### src/rtl/nested_vic_pkg.sv
// Shared constants for the nested vectored interrupt controller.
// Holds the interrupt count, data/address widths and the register map.
package nested_vic_pkg;

  localparam int NUM_IRQ = 16;
  localparam int DATA_W  = 16;
  localparam int IDX_W   = 4;
  localparam int ADDR_W  = 5;

  localparam logic [ADDR_W-1:0] ADDR_ENABLE    = 5'd0;
  localparam logic [ADDR_W-1:0] ADDR_PENDING   = 5'd1;
  localparam logic [ADDR_W-1:0] ADDR_INSERVICE = 5'd2;
  localparam logic [ADDR_W-1:0] ADDR_RAW       = 5'd3;
  localparam logic [ADDR_W-1:0] ADDR_CURVEC    = 5'd6;
  localparam logic [ADDR_W-1:0] ADDR_EOI       = 5'd7;
  localparam logic [ADDR_W-1:0] VEC_BASE       = 5'd16;

endpackage

### src/rtl/nested_vic_prio_enc.sv
// Lowest-index-first priority encoder.
// Ports:
//   req   - request vector, bit 0 is highest priority
//   valid - at least one request bit set
//   idx   - index of the highest-priority set bit (0 when none)
module nested_vic_prio_enc
  import nested_vic_pkg::*;
(
  input  logic [NUM_IRQ-1:0] req,
  output logic               valid,
  output logic [IDX_W-1:0]   idx
);

  // Scan from the top down so the lowest set index is the last one written.
  always_comb begin
    valid = 1'b0;
    idx   = '0;
    for (int i = NUM_IRQ - 1; i >= 0; i--) begin
      if (req[i]) begin
        valid = 1'b1;
        idx   = IDX_W'(i);
      end
    end
  end

endmodule

### src/rtl/nested_vic.sv
// Nested vectored interrupt controller with a small register-mapped interface.
// Rising edges on the interrupt lines latch into PENDING; the highest-priority
// enabled pending line is presented to the processor only when it outranks
// everything currently in service.
// Ports:
//   clk, rst       - rising-edge clock, asynchronous active-low reset
//   cs             - chip select for all register accesses
//   datain/port_id - write data and register address
//   read_strobe    - read qualifier (reads have no side effects)
//   write_strobe   - one-cycle write qualifier
//   dout           - registered read data, reloaded on every cs cycle
//   interrupts     - interrupt request lines, bit 0 highest priority
//   IntAck         - one-cycle acknowledge from the processor
//   InterruptOut   - registered interrupt request to the processor
module nested_vic
  import nested_vic_pkg::*;
(
  input  logic               clk,
  input  logic               rst,
  input  logic               cs,
  input  logic [DATA_W-1:0]  datain,
  input  logic [ADDR_W-1:0]  port_id,
  input  logic               read_strobe,
  input  logic               write_strobe,
  output logic [DATA_W-1:0]  dout,
  input  logic [NUM_IRQ-1:0] interrupts,
  input  logic               IntAck,
  output logic               InterruptOut
);

  logic [NUM_IRQ-1:0] enable;
  logic [NUM_IRQ-1:0] pending;
  logic [NUM_IRQ-1:0] inservice;
  logic [NUM_IRQ-1:0] prev_irq;
  logic [IDX_W-1:0]   cur_id;
  logic [DATA_W-1:0]  cur_vec;
  logic [DATA_W-1:0]  vec [NUM_IRQ];

  logic               wr;
  logic               wr_eoi;
  logic               ack;
  logic [NUM_IRQ-1:0] rise;
  logic [NUM_IRQ-1:0] w1c_mask;
  logic [NUM_IRQ-1:0] ack_mask;
  logic [NUM_IRQ-1:0] eoi_mask;
  logic               pend_vld;
  logic [IDX_W-1:0]   pend_idx;
  logic               isr_vld;
  logic [IDX_W-1:0]   isr_idx;
  logic               req;
  logic [DATA_W-1:0]  rd_data;
  logic               unused_rd;

  // Reads are side-effect free and dout follows cs alone, so the read
  // qualifier carries no information for this block.
  assign unused_rd = read_strobe;

  assign wr       = cs & write_strobe;
  assign wr_eoi   = wr & (port_id == ADDR_EOI);
  assign ack      = IntAck & InterruptOut;
  assign rise     = interrupts & ~prev_irq;
  assign w1c_mask = (wr && port_id == ADDR_PENDING) ? datain : '0;

  nested_vic_prio_enc u_pend_enc (
    .req   (pending & enable),
    .valid (pend_vld),
    .idx   (pend_idx)
  );

  nested_vic_prio_enc u_isr_enc (
    .req   (inservice),
    .valid (isr_vld),
    .idx   (isr_idx)
  );

  // A request must strictly outrank the most important line in service.
  assign req = pend_vld && (!isr_vld || (pend_idx < isr_idx));

  always_comb begin
    ack_mask          = '0;
    eoi_mask          = '0;
    ack_mask[cur_id]  = ack;
    eoi_mask[isr_idx] = wr_eoi & isr_vld;
  end

  always_comb begin
    rd_data = '0;
    if (port_id[ADDR_W-1]) begin
      rd_data = vec[port_id[IDX_W-1:0]];
    end else begin
      case (port_id)
        ADDR_ENABLE:    rd_data = enable;
        ADDR_PENDING:   rd_data = pending;
        ADDR_INSERVICE: rd_data = inservice;
        ADDR_RAW:       rd_data = interrupts;
        ADDR_CURVEC:    rd_data = cur_vec;
        default:        rd_data = '0;
      endcase
    end
  end

  always_ff @(posedge clk or negedge rst) begin
    if (!rst) begin
      enable       <= '0;
      pending      <= '0;
      inservice    <= '0;
      prev_irq     <= '0;
      cur_id       <= '0;
      cur_vec      <= '0;
      dout         <= '0;
      InterruptOut <= 1'b0;
      for (int i = 0; i < NUM_IRQ; i++) begin
        vec[i] <= '0;
      end
    end else begin
      prev_irq <= interrupts;
      // A fresh edge overrides a same-cycle clear from ack or W1C.
      pending   <= (pending & ~(w1c_mask | ack_mask)) | rise;
      inservice <= (inservice | ack_mask) & ~eoi_mask;

      if (wr && port_id == ADDR_ENABLE) begin
        enable <= datain;
      end
      if (wr && port_id[ADDR_W-1]) begin
        vec[port_id[IDX_W-1:0]] <= datain;
      end
      if (cs) begin
        dout <= rd_data;
      end

      // The presented id/vector stay frozen until acknowledged; the ack edge
      // itself does not re-arbitrate.
      if (InterruptOut) begin
        if (IntAck) begin
          InterruptOut <= 1'b0;
        end
      end else if (req) begin
        InterruptOut <= 1'b1;
        cur_id       <= pend_idx;
        cur_vec      <= vec[pend_idx];
      end
    end
  end

endmodule

### config.mk
export PLATFORM = sky130hd
export DESIGN_NAME = nested_vic
export DESIGN_NICKNAME = d
export VERILOG_FILES = /design/src/rtl/nested_vic_pkg.sv /design/src/rtl/nested_vic_prio_enc.sv /design/src/rtl/nested_vic.sv
export SDC_FILE = /design/constraint.sdc
export NUM_CORES = 1
export LEC_CHECK = 0
export CORE_MARGIN = 2
export CORE_UTILIZATION = 40
export DETAILED_ROUTE_END_ITERATION = 8
export GPL_ROUTABILITY_DRIVEN = 0
export SYNTH_ARGS = -nofsm -noshare
export SYNTH_HDL_FRONTEND = slang
export SYNTH_HIERARCHICAL = 1
export SYNTH_SLANG_ARGS = --single-unit
### constraint.sdc
create_clock -name clk -period 3.2 [get_ports clk]
set_clock_uncertainty 0.1 [all_clocks]
set_input_delay 0.64 -clock clk [delete_from_list [all_inputs] [get_ports clk]]
set_output_delay 0.64 -clock clk [all_outputs]
set_load 0.01 [all_outputs]
Word-level counts from Yosys, hierarchy flattened
Cells that the tools add are included.
Word-level totals
  bits in registers: 357
  input port bits: 43
  output and inout bits: 17
  logic and storage cells: 150
Operators by class
  $lt $le $gt $ge: 8
  equal/unequal tests: 5
  muxes and demuxes: 83
  bitwise operators: 19
  reduce and logical (&&, ||, !) cells: 11
Operator list (number)
  256-bit bitwise mux: 1
  16-bit binary-select mux with 4-bit select: 2
  4-bit 2-to-1 mux: 32
  16-bit 2-to-1 mux: 7
  16-bit AND: 6
  16-bit one-hot mux with 5 select lines: 1
  16-bit demux with 4-bit select: 1
  16-bit NOT: 3
  16-bit OR: 3
  1-bit 2-to-1 mux: 37
  5-bit by 2-bit == test with 1-bit output, second input constant: 2
  5-bit by 3-bit == test with 1-bit output, second input constant: 2
  5-bit >= comparator, second input constant: 2
  4-bit by 5-bit < comparator with 1-bit output, second input constant: 2
  4-bit NOT with 5-bit output: 2
  1-bit demux with 4-bit select: 2
  4-bit by 1-bit >= comparator with 1-bit output, second input constant: 2
  1-bit logical AND: 7
  5-bit by 1-bit == test with 1-bit output, second input constant: 1
  5-bit logical NOT: 1
  5-bit by 1-bit < comparator with 1-bit output, second input constant: 1
  1-bit AND: 4
  4-bit < comparator: 1
  2-bit AND reduction: 1
  other kinds (3): 3

Longest topological paths before layout
  word-level depth: 23
  depth in mapped cells: 11
  mapped depth without buffers: 10

Hierarchy
The synthesis kept the hierarchy.
Modules (own cells, without submodules)
  nested_vic: times used 1, cells each 1338, area each 18273.8 sq um, sequential area each 8933.6 sq um
  nested_vic_prio_enc: times used 2, cells each 33, area each 178.9 sq um, sequential area each 0.0 sq um

Least setup slack after synthesis
Ideal clock, no wire load.
  path type: flip-flop to flip-flop
  start: register enable[14]
  end: register cur_vec[0]
  setup time: 0.125 ns
  arrival: 2.614 ns
  setup slack: 0.361 ns
  stages on the path, launching flop included: 12
  buffers on the path: 2
  period minus slack after synthesis: 2.839 ns
  cells stage by stage: dfrtp_1 -> and2_1 -> inv_1 -> a21oi_1 -> o311a_2 -> o22ai_1 -> buf_4 -> buf_2 -> mux4_2 -> a22oi_1 -> nand2_1 -> mux2_2
On the way
  longest elaborated chain between the ends: 20
  elaborated cells on any way between the ends: 39
  classes of those cells: order compare (1); mux (33); bitwise (2); reduce/logical (3)
Ends and longest elaborated chain
  from (decl): line nested_vic.sv:31  | logic [NUM_IRQ-1:0] enable;
  from (signal assigned): line nested_vic.sv:122  | enable <= datain;
  16-bit AND (*): line nested_vic.sv:65  | .req (pending & enable),
  4-bit 2-to-1 mux (*) (15 in series): line nested_vic_prio_enc.sv:19  | if (req[i]) begin
  named net pend_idx[0]: line nested_vic.sv:47  | logic [IDX_W-1:0] pend_idx;
  4-bit NOT with 5-bit output (not written as such) or 4-bit < comparator (tied branches): line nested_vic.sv:140, nested_vic.sv:77
  16-bit binary-select mux with 4-bit select or 1-bit logical OR (tied branches): line nested_vic.sv:140, nested_vic.sv:77
  16-bit 2-to-1 mux (not written as such) or 1-bit logical AND (tied branches): line nested_vic.sv:140, nested_vic.sv:77
  16-bit 2-to-1 mux (not written as such) or 2-bit AND reduction (tied branches)
  to (signal assigned): line nested_vic.sv:140  | cur_vec <= vec[pend_idx];
  to (decl): line nested_vic.sv:36  | logic [DATA_W-1:0] cur_vec;
Mark *: on every way through the listed nets, which the timed path passes. The rest lies on a longest branch. The select of a mux whose other input is x is not followed.
A chain may end at the register's enable or synchronous reset.

Final worst setup path
  start: register enable[14]
  end: register cur_vec[5]
Same word-level chain as after synthesis.

==> results.md <==
* Outcome: finished, final reports clean
* Time the final worst path needs with I/O delays and setup at 3.01 ns
* Global-route wire length before repair at 83.3 mm
* Vias at 12,500
* Count of flip-flops with a built-in enable after synthesis at 0
* Relative slew slack at 42.3%
* Initial core utilization at 40.3%
* Standby leakage power at 9.67 nW
* Flops & latches, synth at 357
* Via density per instance at 5.91
* Tightest Pin Transition at 0.863 ns
* Wirelength, routed at 54.7 mm
* Source-to-sink clock delay at the later pin of the worst-skew pair at 0.56 ns
* Count of cell types in the netlist at 47
* Post-synthesis instance area at 18,600 µm²
* CTS Hold Bufs at 1
* Kind of start point of the critical path: flip-flop
* ANT cells at 0
* Vias in the first global route at 13,000
* Worst setup slack after layout at 0.188 ns
* Data required time at the worst endpoint at 3.54 ns
* Share of synthesized flip-flops with an asynchronous set or reset at 100%
* Slack of the worst reg-to-reg path at 0.19 ns
* Primary FF master, synth: sky130_fd_sc_hd__dfrtp_1
* Placed wire-length estimate after detailed placement at 36.0 mm
* Resized cells post-CTS at 0
* Number of standard-cell rows in the floorplan at 79
* Unrepaired setup endpoints after global routing: false
* Clock transition at the registers of the reported paths at 0.06 ns
* Worst hold path class: flip-flop to flip-flop
* Number of CTS-inserted buffers at 41
* Highest achievable clock rate at 332 MHz
* Initial DRC Count at 909
* Mean post-synth cell area at 13.3 µm²
* # port buffers at 58
* Final setup violation count at 0
* Initial antenna violation count at 1
* Max VDD drop at 0.406 mV
* Post-detailed-route wirelength per cell at 25.7 µm
* Number of non-filler instances in the completed layout at 2,125
* Floorplan die width at 220 µm
* Share of post-route cells with drive strength above 1 at 38.7%
* Worst endpoint data arrival time at 3.35 ns
* Total overflow reported by the global router at 0
* Total number of clock tree sinks at 357
* Yosys warning count at 6
* H-tree depth at 2
* Cell area reported after detailed placement at 20,300 µm²
* Pin count of the biggest net entering global routing at 75
* Final net count at 1,532
* Count of boundary I/O pins at 60
* Cells after synthesis at 1,404
* Pins Over Slew Limit at 0
* Summed area of non-filler cells in the final layout at 21,700 µm²
* Number of hold violations in the final report at 0
* Count of nets left with antenna violations after detail routing at 0
* Maximum Capacitance Violations at 0
* Core area at 46,300 µm²
* Fraction of the yosys area taken by sequential cells at 47.9%
* Die outline height at 220 µm
* DRT Pass-1 Iters at 5
* Largest driver fanout on the critical path at 24
* Final routed DRC violation total at 0
* Total placed cells including tap cells at 2,049
* TritonCTS clock tree: done
* Tcrit/Tclk final at 94.1%
* Relative area change from synthesis to final layout at 16.4%
* Max Root-Sink Buffers at 3
* Tot GR Track Use at 23.3%
* Setup Buffers After CTS at 0
* Root Driver: sky130_fd_sc_hd__clkbuf_16
* Aggregate negative setup slack at 0 ns
* Power density over the cells at 682 nW/µm²
* Type of the worst setup path: flip-flop to flip-flop
* Setup slack after placement at 0.199 ns
* Net Count, Synth at 1,450
* Element type at the critical path end: flip-flop
* DIE AREA at 48,300 µm²
==> worst paths after layout <==
check | endpoint | cells after the start | start
hold reg to reg | pending[13]$_DFF_PN0_ | 1 | prev_irq[13]$_DFF_PN0_
min in group asynchronous | vec[50]$_DFFE_PN0P_ | 2 | rst
max in group asynchronous | vec[73]$_DFFE_PN0P_ | 3 | rst
hold / removal | pending[13]$_DFF_PN0_ | 1 | prev_irq[13]$_DFF_PN0_
setup reg to reg | cur_vec[5]$_DFFE_PN0P_ | 10 | enable[14]$_DFFE_PN0P_
setup / recovery | cur_vec[5]$_DFFE_PN0P_ | 10 | enable[14]$_DFFE_PN0P_
==> state kept, by name, summed over array words and instances, names as in the netlist <==
name,cells
InterruptOut,1
cur_id,4
cur_vec,16
dout,16
enable,16
inservice,16
pending,16
prev_irq,16
vec,256
==> worst max-delay path, cell delays in order (launching register included) <==
cell and delay [ns]:
sky130_fd_sc_hd__dfrtp_1 0.38, sky130_fd_sc_hd__and2_1 0.19, sky130_fd_sc_hd__inv_1 0.06, sky130_fd_sc_hd__a21oi_1 0.07, sky130_fd_sc_hd__o311a_2 0.38, sky130_fd_sc_hd__o22ai_4 0.34
sky130_fd_sc_hd__buf_12 0.27, sky130_fd_sc_hd__mux4_2 0.56, sky130_fd_sc_hd__a22oi_1 0.20, sky130_fd_sc_hd__nand2_1 0.07, sky130_fd_sc_hd__mux2_2 0.26
==> synth_stat cells, types with 6 or more instances <==
master,number,area share (%)
sky130_fd_sc_hd__mux4_2,112,14
sky130_fd_sc_hd__o22a_1,16,0.75
sky130_fd_sc_hd__buf_4,12,0.48
sky130_fd_sc_hd__nor2_1,37,0.75
sky130_fd_sc_hd__nor2b_1,10,0.34
sky130_fd_sc_hd__inv_1,27,0.54
sky130_fd_sc_hd__a31oi_1,10,0.34
sky130_fd_sc_hd__nand3_1,39,1.0
sky130_fd_sc_hd__buf_1,6,0.12
sky130_fd_sc_hd__buf_6,6,0.36
sky130_fd_sc_hd__nor2_2,7,0.24
sky130_fd_sc_hd__o21ai_0,17,0.46
sky130_fd_sc_hd__clkbuf_1,37,0.75
sky130_fd_sc_hd__mux2i_1,80,4.3
sky130_fd_sc_hd__nor3_1,6,0.16
sky130_fd_sc_hd__nand2_2,6,0.20
sky130_fd_sc_hd__and2_1,18,0.60
sky130_fd_sc_hd__dfrtp_1,357,48
sky130_fd_sc_hd__nand2_1,106,2.1
sky130_fd_sc_hd__a22oi_1,48,1.9
sky130_fd_sc_hd__nand4_1,18,0.60
sky130_fd_sc_hd__a21oi_1,47,1.3
sky130_fd_sc_hd__buf_2,42,1.1
sky130_fd_sc_hd__mux2_2,289,17
==> layout by cell type, fill, tap and decap left out, drive strengths merged, types with 11 or more instances in the layout <==
| cell type | netlist | routed |
|---|---|---|
| clkdlybuf4s50 | 0 | 53 |
| nor2 | 44 | 44 |
| buf | 66 | 88 |
| inv | 27 | 28 |
| o21ai | 18 | 18 |
| o22a | 16 | 16 |
| dfrtp | 357 | 357 |
| and2 | 18 | 18 |
| a21oi | 47 | 47 |
| nor3 | 11 | 11 |
| a22oi | 48 | 48 |
| clkbuf | 37 | 70 |
| nand3 | 41 | 41 |
| mux4 | 112 | 112 |
| nand2 | 112 | 112 |
| nand4 | 18 | 18 |
| mux2 | 292 | 292 |
| mux2i | 80 | 80 |
==> per-stage QoR <==
| step | power [mW] | utilization (%) | hold WS, ns |
|---|---|---|---|
| 2_1_floorplan | 8.59 | - | 0.244 |
| 3_3_place_gp | 10.0 | 43.9 | 0.298 |
| 3_5_place_dp | 10.1 | 43.9 | 0.299 |
| 4_1_cts | 14.9 | 46.9 | 0.308 |
| 5_1_grt | 15.5 | 46.9 | 0.326 |
| 6_report | 14.8 | 46.9 | 0.303 |
==> cell type report <==
type	instances	area (µm²)
Timing Repair Buffer	142	1410
Tap cell	607	759
Inverter	27	101
Clock buffer	70	1330
Multi-Input combinational cell	917	9130
Sequential cell	357	8930
Clock inverter	5	31.3
Fill cell	4129	24600
==> power by group <==
group	switching, mW	internal [mW]	total, mW
combinational	2.10	2.15	4.25
sequential	0.631	5.21	5.84
clock	1.89	2.81	4.70
==> cells by family after synthesis <==
group           after synthesis  synth area share (%)
mux                         484                  35.5
compound gates              149                  5.20
simple gates                281                  7.78
buf+inv                     130                  3.38
flops                       357                  47.9
fa+ha+maj                     3                 0.201
==> routing by layer <==
| layer | vias up | track usage (%) | wire, µm |
|---|---|---|---|
| li1 | 5424 | - | - |
| met1 | 6654 | 32.4 | 24500 |
| met2 | 372 | 37.5 | 26000 |
| met3 | 97 | 3.27 | 2590 |
| met4 | 2 | 7.63 | 1590 |
| met5 | - | 0 | 18 |
No activity file was read; power rests on OpenSTA's default activity.
